## src/rtl/pmem_scheduler_pkg.sv

```systemverilog
// Shared types for the pmem scheduler: FSM states, requester ids, line/tag types.
// Latency: n/a (declarations only).
// Backpressure: n/a.
package pmem_sched_pkg;

  localparam int TAG_W    = 27;
  localparam int OFFSET_W = 5;

  typedef logic [255:0]     line_t;
  typedef logic [TAG_W-1:0] tag_t;

  typedef enum logic [2:0] {
    IDLE,
    MEM_RD,
    MEM_WR,
    RESP,
    PREFETCH
  } sched_state_t;

  typedef enum logic {
    REQ_I,
    REQ_D
  } requester_e;

  // Line-aligned byte address for a tag.
  function automatic logic [31:0] line_addr(input tag_t tag);
    return {tag, {OFFSET_W{1'b0}}};
  endfunction

endpackage

```

## src/rtl/pmem_scheduler_if.sv

```systemverilog
// Bundle of cache-side and adaptor-side signals around the pmem scheduler.
// Latency: n/a (wiring only).
// Backpressure: requests are held until their resp pulse; pmem strobes held until pmem_resp.
interface pmem_scheduler_if;
  logic [31:0]  icache_address;
  logic         icache_mem_read;
  logic         icache_mem_resp;
  logic [255:0] icache_rdata;

  logic [31:0]  dcache_address;
  logic [255:0] dcache_wdata;
  logic         dcache_mem_read;
  logic         dcache_mem_write;
  logic         dcache_mem_resp;
  logic [255:0] dcache_rdata;

  logic         pmem_resp;
  logic [255:0] pmem_rdata;
  logic [31:0]  pmem_address;
  logic [255:0] pmem_wdata;
  logic         pmem_read;
  logic         pmem_write;

  // Scheduler view.
  modport slave (
    input  icache_address, icache_mem_read,
    output icache_mem_resp, icache_rdata,
    input  dcache_address, dcache_wdata, dcache_mem_read, dcache_mem_write,
    output dcache_mem_resp, dcache_rdata,
    input  pmem_resp, pmem_rdata,
    output pmem_address, pmem_wdata, pmem_read, pmem_write
  );

  // Caches and adaptor view.
  modport master (
    output icache_address, icache_mem_read,
    input  icache_mem_resp, icache_rdata,
    output dcache_address, dcache_wdata, dcache_mem_read, dcache_mem_write,
    input  dcache_mem_resp, dcache_rdata,
    output pmem_resp, pmem_rdata,
    input  pmem_address, pmem_wdata, pmem_read, pmem_write
  );
endinterface

```

## src/rtl/pmem_scheduler_pf_line_buffer.sv

```systemverilog
// One tagged prefetch line (valid/tag/data) with load, tag-matched invalidate, combinational hit.
// Latency: hit/data combinational from lookup tag; load/invalidate take effect on the next edge.
// Backpressure: none; load wins over invalidate if both are asserted.
module pf_line_buffer
  import pmem_sched_pkg::*;
(
  input  logic  clk,
  input  logic  rst,
  input  logic  i_load,
  input  tag_t  i_load_tag,
  input  line_t i_load_data,
  input  logic  i_inv,
  input  tag_t  i_inv_tag,
  input  tag_t  i_lookup_tag,
  output logic  o_hit,
  output line_t o_data
);

  logic  r_valid;
  tag_t  r_tag;
  line_t r_data;

  // Line state: fill from a completed prefetch, drop on a write to the same line.
  always_ff @(posedge clk or posedge rst) begin
    if (rst) begin
      r_valid <= 1'b0;
      r_tag   <= '0;
      r_data  <= '0;
    end else if (i_load) begin
      r_valid <= 1'b1;
      r_tag   <= i_load_tag;
      r_data  <= i_load_data;
    end else if (i_inv && r_valid && (r_tag == i_inv_tag)) begin
      r_valid <= 1'b0;
    end
  end

  assign o_hit  = r_valid && (r_tag == i_lookup_tag);
  assign o_data = r_data;

endmodule

```

## src/rtl/pmem_scheduler.sv

```systemverilog
// Round-robin I/D arbiter onto one cacheline-adaptor port, with a next-line prefetch buffer per cache.
// Latency: buffer hit resp 1 cycle after request; miss/write resp N+2 cycles (N = adaptor latency).
// Backpressure: requests wait in IDLE while a demand or prefetch is in flight; prefetches are never aborted.
module pmem_scheduler
  import pmem_sched_pkg::*;
#(
  parameter bit PREFETCH_EN = 1'b1
) (
  input logic             clk,
  input logic             rst,
  pmem_scheduler_if.slave bus
);

  sched_state_t r_state, w_state_nxt;
  requester_e   r_last_grant, w_win;
  tag_t         r_tag;
  logic         r_is_write;
  line_t        r_resp_data;

  logic  w_i_req, w_d_req, w_any_req;
  logic  w_win_write, w_win_hit;
  tag_t  w_i_tag, w_d_tag, w_win_tag, w_pf_tag;
  line_t w_win_data;
  logic  w_i_hit, w_d_hit;
  line_t w_i_data, w_d_data;
  logic  w_load_i, w_load_d, w_inv;
  logic  w_unused;

  assign w_i_req   = bus.icache_mem_read;
  assign w_d_req   = bus.dcache_mem_read | bus.dcache_mem_write;
  assign w_any_req = w_i_req | w_d_req;
  assign w_i_tag   = bus.icache_address[31:OFFSET_W];
  assign w_d_tag   = bus.dcache_address[31:OFFSET_W];
  assign w_pf_tag  = r_tag + 1'b1;
  assign w_unused  = ^{bus.icache_address[OFFSET_W-1:0], bus.dcache_address[OFFSET_W-1:0]};

  // Winner selection: on a tie, whoever was not granted last time goes.
  always_comb begin
    w_win = REQ_I;
    if (w_i_req && w_d_req) begin
      w_win = (r_last_grant == REQ_I) ? REQ_D : REQ_I;
    end else if (w_d_req) begin
      w_win = REQ_D;
    end
    w_win_tag   = (w_win == REQ_D) ? w_d_tag : w_i_tag;
    // A write takes priority if the D side ever raises both strobes.
    w_win_write = (w_win == REQ_D) && bus.dcache_mem_write;
    w_win_hit   = PREFETCH_EN && ((w_win == REQ_D) ? w_d_hit : w_i_hit);
    w_win_data  = (w_win == REQ_D) ? w_d_data : w_i_data;
  end

  pf_line_buffer u_ibuf (
    .clk          (clk),
    .rst          (rst),
    .i_load       (w_load_i),
    .i_load_tag   (w_pf_tag),
    .i_load_data  (bus.pmem_rdata),
    .i_inv        (w_inv),
    .i_inv_tag    (w_d_tag),
    .i_lookup_tag (w_i_tag),
    .o_hit        (w_i_hit),
    .o_data       (w_i_data)
  );

  pf_line_buffer u_dbuf (
    .clk          (clk),
    .rst          (rst),
    .i_load       (w_load_d),
    .i_load_tag   (w_pf_tag),
    .i_load_data  (bus.pmem_rdata),
    .i_inv        (w_inv),
    .i_inv_tag    (w_d_tag),
    .i_lookup_tag (w_d_tag),
    .o_hit        (w_d_hit),
    .o_data       (w_d_data)
  );

  // State register.
  always_ff @(posedge clk or posedge rst) begin
    if (rst) r_state <= IDLE;
    else     r_state <= w_state_nxt;
  end

  // Next state plus all outputs, decoded from registered state only.
  always_comb begin
    w_state_nxt         = r_state;
    w_load_i            = 1'b0;
    w_load_d            = 1'b0;
    w_inv               = 1'b0;
    bus.pmem_read       = 1'b0;
    bus.pmem_write      = 1'b0;
    bus.pmem_address    = '0;
    bus.pmem_wdata      = '0;
    bus.icache_mem_resp = 1'b0;
    bus.dcache_mem_resp = 1'b0;
    bus.icache_rdata    = '0;
    bus.dcache_rdata    = '0;
    unique case (r_state)
      IDLE: begin
        if (w_any_req) begin
          if (w_win_write)    w_state_nxt = MEM_WR;
          else if (w_win_hit) w_state_nxt = RESP;
          else                w_state_nxt = MEM_RD;
        end
      end
      MEM_RD: begin
        bus.pmem_read    = 1'b1;
        bus.pmem_address = line_addr(r_tag);
        if (bus.pmem_resp) w_state_nxt = RESP;
      end
      MEM_WR: begin
        bus.pmem_write   = 1'b1;
        bus.pmem_address = line_addr(r_tag);
        bus.pmem_wdata   = bus.dcache_wdata;
        if (bus.pmem_resp) begin
          w_inv       = 1'b1;
          w_state_nxt = RESP;
        end
      end
      RESP: begin
        if (r_last_grant == REQ_I) begin
          bus.icache_mem_resp = 1'b1;
          bus.icache_rdata    = r_resp_data;
        end else begin
          bus.dcache_mem_resp = 1'b1;
          bus.dcache_rdata    = r_resp_data;
        end
        // No prefetch past the top line of the address space.
        if (!r_is_write && PREFETCH_EN && (r_tag != {TAG_W{1'b1}})) w_state_nxt = PREFETCH;
        else                                                       w_state_nxt = IDLE;
      end
      PREFETCH: begin
        bus.pmem_read    = 1'b1;
        bus.pmem_address = line_addr(w_pf_tag);
        if (bus.pmem_resp) begin
          w_load_i    = (r_last_grant == REQ_I);
          w_load_d    = (r_last_grant == REQ_D);
          w_state_nxt = IDLE;
        end
      end
      default: w_state_nxt = IDLE;
    endcase
  end

  // Grant bookkeeping and response data capture.
  always_ff @(posedge clk or posedge rst) begin
    if (rst) begin
      r_last_grant <= REQ_I;
      r_tag        <= '0;
      r_is_write   <= 1'b0;
      r_resp_data  <= '0;
    end else begin
      unique case (r_state)
        IDLE: begin
          if (w_any_req) begin
            r_last_grant <= w_win;
            r_tag        <= w_win_tag;
            r_is_write   <= w_win_write;
            if (!w_win_write && w_win_hit) r_resp_data <= w_win_data;
          end
        end
        MEM_RD: if (bus.pmem_resp) r_resp_data <= bus.pmem_rdata;
        MEM_WR: if (bus.pmem_resp) r_resp_data <= '0;
        default: ;
      endcase
    end
  end

endmodule
```

## src/flat_wrapper.sv

```systemverilog
// flat-port wrapper written by rule: the top's interface ports become plain ports
module pmem_scheduler_flat import pmem_sched_pkg::*;
#(
  parameter bit PREFETCH_EN = 1'b1
)
  (clk, rst, bus_icache_address, bus_icache_mem_read, bus_icache_mem_resp, bus_icache_rdata, bus_dcache_address, bus_dcache_wdata, bus_dcache_mem_read, bus_dcache_mem_write, bus_dcache_mem_resp, bus_dcache_rdata, bus_pmem_resp, bus_pmem_rdata, bus_pmem_address, bus_pmem_wdata, bus_pmem_read, bus_pmem_write);
  pmem_scheduler_if bus_i ();
  input logic clk;
  input logic rst;
  input wire logic [$bits(bus_i.icache_address)-1:0] bus_icache_address;
  input wire logic [$bits(bus_i.icache_mem_read)-1:0] bus_icache_mem_read;
  output wire logic [$bits(bus_i.icache_mem_resp)-1:0] bus_icache_mem_resp;
  output wire logic [$bits(bus_i.icache_rdata)-1:0] bus_icache_rdata;
  input wire logic [$bits(bus_i.dcache_address)-1:0] bus_dcache_address;
  input wire logic [$bits(bus_i.dcache_wdata)-1:0] bus_dcache_wdata;
  input wire logic [$bits(bus_i.dcache_mem_read)-1:0] bus_dcache_mem_read;
  input wire logic [$bits(bus_i.dcache_mem_write)-1:0] bus_dcache_mem_write;
  output wire logic [$bits(bus_i.dcache_mem_resp)-1:0] bus_dcache_mem_resp;
  output wire logic [$bits(bus_i.dcache_rdata)-1:0] bus_dcache_rdata;
  input wire logic [$bits(bus_i.pmem_resp)-1:0] bus_pmem_resp;
  input wire logic [$bits(bus_i.pmem_rdata)-1:0] bus_pmem_rdata;
  output wire logic [$bits(bus_i.pmem_address)-1:0] bus_pmem_address;
  output wire logic [$bits(bus_i.pmem_wdata)-1:0] bus_pmem_wdata;
  output wire logic [$bits(bus_i.pmem_read)-1:0] bus_pmem_read;
  output wire logic [$bits(bus_i.pmem_write)-1:0] bus_pmem_write;
  assign bus_i.icache_address = bus_icache_address;
  assign bus_i.icache_mem_read = bus_icache_mem_read;
  assign bus_icache_mem_resp = bus_i.icache_mem_resp;
  assign bus_icache_rdata = bus_i.icache_rdata;
  assign bus_i.dcache_address = bus_dcache_address;
  assign bus_i.dcache_wdata = bus_dcache_wdata;
  assign bus_i.dcache_mem_read = bus_dcache_mem_read;
  assign bus_i.dcache_mem_write = bus_dcache_mem_write;
  assign bus_dcache_mem_resp = bus_i.dcache_mem_resp;
  assign bus_dcache_rdata = bus_i.dcache_rdata;
  assign bus_i.pmem_resp = bus_pmem_resp;
  assign bus_i.pmem_rdata = bus_pmem_rdata;
  assign bus_pmem_address = bus_i.pmem_address;
  assign bus_pmem_wdata = bus_i.pmem_wdata;
  assign bus_pmem_read = bus_i.pmem_read;
  assign bus_pmem_write = bus_i.pmem_write;
  pmem_scheduler #(.PREFETCH_EN(PREFETCH_EN)) u_core (.clk(clk), .rst(rst), .bus(bus_i));
endmodule
```

## config.mk

```make
export PLATFORM = sky130hd
export DESIGN_NAME = pmem_scheduler_flat
export DESIGN_NICKNAME = d
export VERILOG_FILES = /design/src/rtl/pmem_scheduler_pkg.sv /design/src/rtl/pmem_scheduler_if.sv /design/src/rtl/pmem_scheduler_pf_line_buffer.sv /design/src/rtl/pmem_scheduler.sv /design/src/flat_wrapper.sv
export SDC_FILE = /design/constraint.sdc
export NUM_CORES = 2
export LEC_CHECK = 0
export ABC_AREA = 1
export CAP_MARGIN = 10
export CELL_PAD_IN_SITES_DETAIL_PLACEMENT = 0
export CELL_PAD_IN_SITES_GLOBAL_PLACEMENT = 2
export CORE_AREA = 2 2 546 548
export DETAILED_ROUTE_END_ITERATION = 8
export DIE_AREA = 0 0 548 550
export DONT_BUFFER_PORTS = 1
export PLACE_DENSITY = 0.51
export REMOVE_ABC_BUFFERS = 1
export SETUP_SLACK_MARGIN = 0.5
export SYNTH_ARGS = -nofsm -noshare
export SYNTH_HDL_FRONTEND = slang
export SYNTH_SLANG_ARGS = --single-unit
```

## constraint.sdc

```tcl
create_clock -name clk -period 55.1 [get_ports clk]
set_input_delay 5.51 -clock clk [delete_from_list [all_inputs] [get_ports clk]]
set_output_delay 5.51 -clock clk [all_outputs]
set_load 0.01 [all_outputs]
```

==> flow_summary.json <==
{
  "ys_types": 33,
  "p_leak_nw": 25.3,
  "tightest_slew_ps": 1330,
  "yosysTopAreaCellShare_pct": 47.7,
  "chipHeight_um": 550,
  "start_util_pct": 15.2,
  "die_area_um2": 301000,
  "setup.worst_path.end": "bus_pmem_wdata[135]",
  "path_delay_family": "simple AND/OR/NAND/NOR gates",
  "cp_max_fo": 1,
  "nets": 6618,
  "slowest_delay_ps": 990,
  "crit_path_start_kind": "input pin",
  "ys_ff_latch": 856,
  "drv_cap": 0,
  "vias": 40400,
  "critPathBufInv": 1,
  "status": "completed",
  "min_period_ps": 12040,
  "cp.depth": 2,
  "ff2ff_setup_slack_ps": 50020,
  "grt_max_degree": 168,
  "slowest_stage": "nor2_1",
  "cts_tree": "built",
  "post_cts_buffers": 0,
  "drt-total-wl_um": 247000,
  "yosys_warnings": 0,
  "fmax_mhz": 83.1,
  "rows": 200,
  "min_path_type": "reg2reg",
  "path_class": "in2out",
  "gp_congestion": 0.963,
  "post_cts_resized": 0,
  "async_reset_ff_share_pct": 100,
  "worstSkewPairLatency_ps": 880,
  "yosysSeqAreaShare_pct": 47.7,
  "drc": 0,
  "rr_endpoint": "u_core.r_resp_data[133]",
  "setup_viol": 0,
  "period_share_pct": 21.8,
  "ctsHoldBuffers": 0,
  "hold_start": "u_core.r_resp_data[170]",
  "ant_nets": 0,
  "grt_pass1_wl_um": 334000,
  "yosysTopAreaCell": "dfrtp_1",
  "fin_skew_ps": 89.0,
  "avgSynthCellArea_um2": 7.17,
  "grt_pass1_vias": 38600,
  "required_ps": 49590,
  "synth-edff-count": 0,
  "drtIter0Drc": 3167,
  "cp_data_arrival_time_ps": 6530,
  "reg2reg_from": "u_core.r_last_grant",
  "relSlewSlack_pct": 10.9,
  "numCtsBuffers": 122,
  "first_pass_iters": 6,
  "path_clk_slew_ps": 50,
  "synth_cells": 6262,
  "synth_area_um2": 44900,
  "placedInstanceArea_um2": 48700,
  "final_max_slew_viol_count": 0,
  "powerDensity_nw_per_um2": 65.2,
  "place_hpwl_um": 179000,
  "clk_root_buffer_cell": "clkbuf_16",
  "core_um2": 296000,
  "ir_drop_v": 0.0000419,
  "dp_cells": 9850,
  "grt_use_total_pct": 15.7,
  "final_cells": 10100,
  "finalHoldViolCount": 0,
  "r2r_cells": 15,
  "rsz0062_at_grt": "no",
  "tns_ps": 0,
  "die_w_um": 548,
  "drive_gt1_share_pct": 4.35,
  "vias_per_cell": 4.02,
  "portBuffers": 0,
  "endpoint_kind": "output pin",
  "crit_start": "bus_dcache_wdata[135]",
  "path_cells": "inv_1 -> nor2_1",
  "cts.path.max_buffers": 4,
  "synthFlopType": "dfrtp_1",
  "htree_levels": 3,
  "wire_per_inst_um": 24.5,
  "gr-total-overflow": 0,
  "final_area_um2": 52600,
  "synth_area_leaders": "dfrtp_1, nand2_1, o21ai_0",
  "clkSinkCount": 856,
  "io-pin-count": 1386,
  "antenna_found_initial": 23,
  "synthToLayoutAreaGrowth_pct": 17.0
}
layer usage:
metal	vias up	share of wire (%)	GRT usage [%]	wire length, µm
met5	-	0.033	0	81
met4	12	6.0	8.48	14800
met3	330	6.6	3.93	16300
met2	1417	47	26.1	116000
met1	19800	41	18.6	100000
li1	18900	-	-	-
through the flow:
| step | utilization, % | total power [W] | hold WS (ps) | setup WS (ps) |
|---|---|---|---|---|
| floorplan | - | 0.00209 | 442 | 25540 |
| global placement | 16.5 | 0.00267 | 457 | 43140 |
| finish | 17.8 | 0.00343 | 469 | 43060 |
| detailed placement | 16.5 | 0.00269 | 459 | 43140 |
| global route | 17.8 | 0.00371 | 488 | 43060 |
| CTS | 17.8 | 0.00351 | 473 | 43140 |
flip-flops by register name (all words and copies together) (netlist names):
register / flops
u_core.r_resp_data: 256
u_core.u_dbuf.o_data: 256
u_core.u_ibuf.o_data: 256
u_core.r_tag: 27
u_core.u_dbuf.r_tag: 27
u_core.u_ibuf.r_tag: 27
u_core.r_state: 3
u_core.r_is_write: 1
u_core.r_last_grant: 1
u_core.u_dbuf.r_valid: 1
u_core.u_ibuf.r_valid: 1
cell usage after synthesis (14+ instances only):
master and instances:
a21oi_1 30, buf_2 115, buf_1 14, o22ai_1 81, dfrtp_1 856, xor2_1 17, o21ai_1 29, buf_6 16
inv_1 1076, o21ai_0 842, o211ai_1 205, nand4_1 17, xnor2_1 32, nand2_1 1449, clkbuf_1 260, nor2_1 877
nand3_1 289
power by group:
part | total, W | switching (W) | internal (W) | leakage, nW
Sequential | 0.00108 | 0.000150 | 0.000933 | 10.5
Clock | 0.000796 | 0.000324 | 0.000472 | 1.90
Combinational | 0.00155 | 0.00117 | 0.000381 | 12.8
cell families (layout without fill, tap and decap cells):
| group | after synthesis | in the layout | synth area share, % |
|---|---|---|---|
| AO/OA/AOI/OAI | 1190 | 1190 | 14.7 |
| adder cells (fa/ha/maj) | 1 | 1 | 0.0279 |
| other | 1 | 12 | 0.00835 |
| XOR/XNOR | 49 | 49 | 0.956 |
| buffers and inverters | 1506 | 1353 | 13.3 |
| flip-flops | 856 | 856 | 47.7 |
| AND/OR/NAND/NOR | 2659 | 2659 | 23.3 |
cells in the final DEF, fill, tap and decap left out, types with 3 or more instances in the layout:
cell	n
buf_4	62
clkinv_2	12
inv_2	3
nand2_1	1449
inv_8	6
o21ai_0	842
nand2_8	3
conb_1	5
xor2_1	17
inv_1	1071
clkbuf_1	34
bufinv_16	9
a21oi_1	30
clkbuf_16	123
o22ai_1	81
buf_12	6
nand4_1	17
nor3_1	11
nor2_2	4
nor2_1	874
xnor2_1	32
diode_2	7
or2_2	5
clkbuf_8	19
o21ai_1	29
nand3_1	288
dfrtp_1	856
o211ai_1	205
layout make-up:
type | instances | area [µm²]
Multi-Input combinational cell | 3904 | 17600
Sequential cell | 856 | 21400
Clock inverter | 26 | 415
Tap cell | 3939 | 4930
Antenna cell | 7 | 17.5
Inverter | 1083 | 4120
Clock buffer | 176 | 3470
Timing Repair Buffer | 68 | 586
Fill cell | 33600 | 243000
worst min path at each step:
stage / end / slack, ps / cells past startpoint
final: u_core.r_resp_data[170] / 470 / 2
after global routing: u_core.r_resp_data[142] / 490 / 2
after CTS: u_core.r_resp_data[142] / 470 / 2
after detailed placement: u_core.r_resp_data[49] / 460 / 2
after global placement: u_core.r_resp_data[49] / 460 / 2
after floorplan: u_core.r_resp_data[0] / 440 / 2
Power figures use the tool's default switching activity.
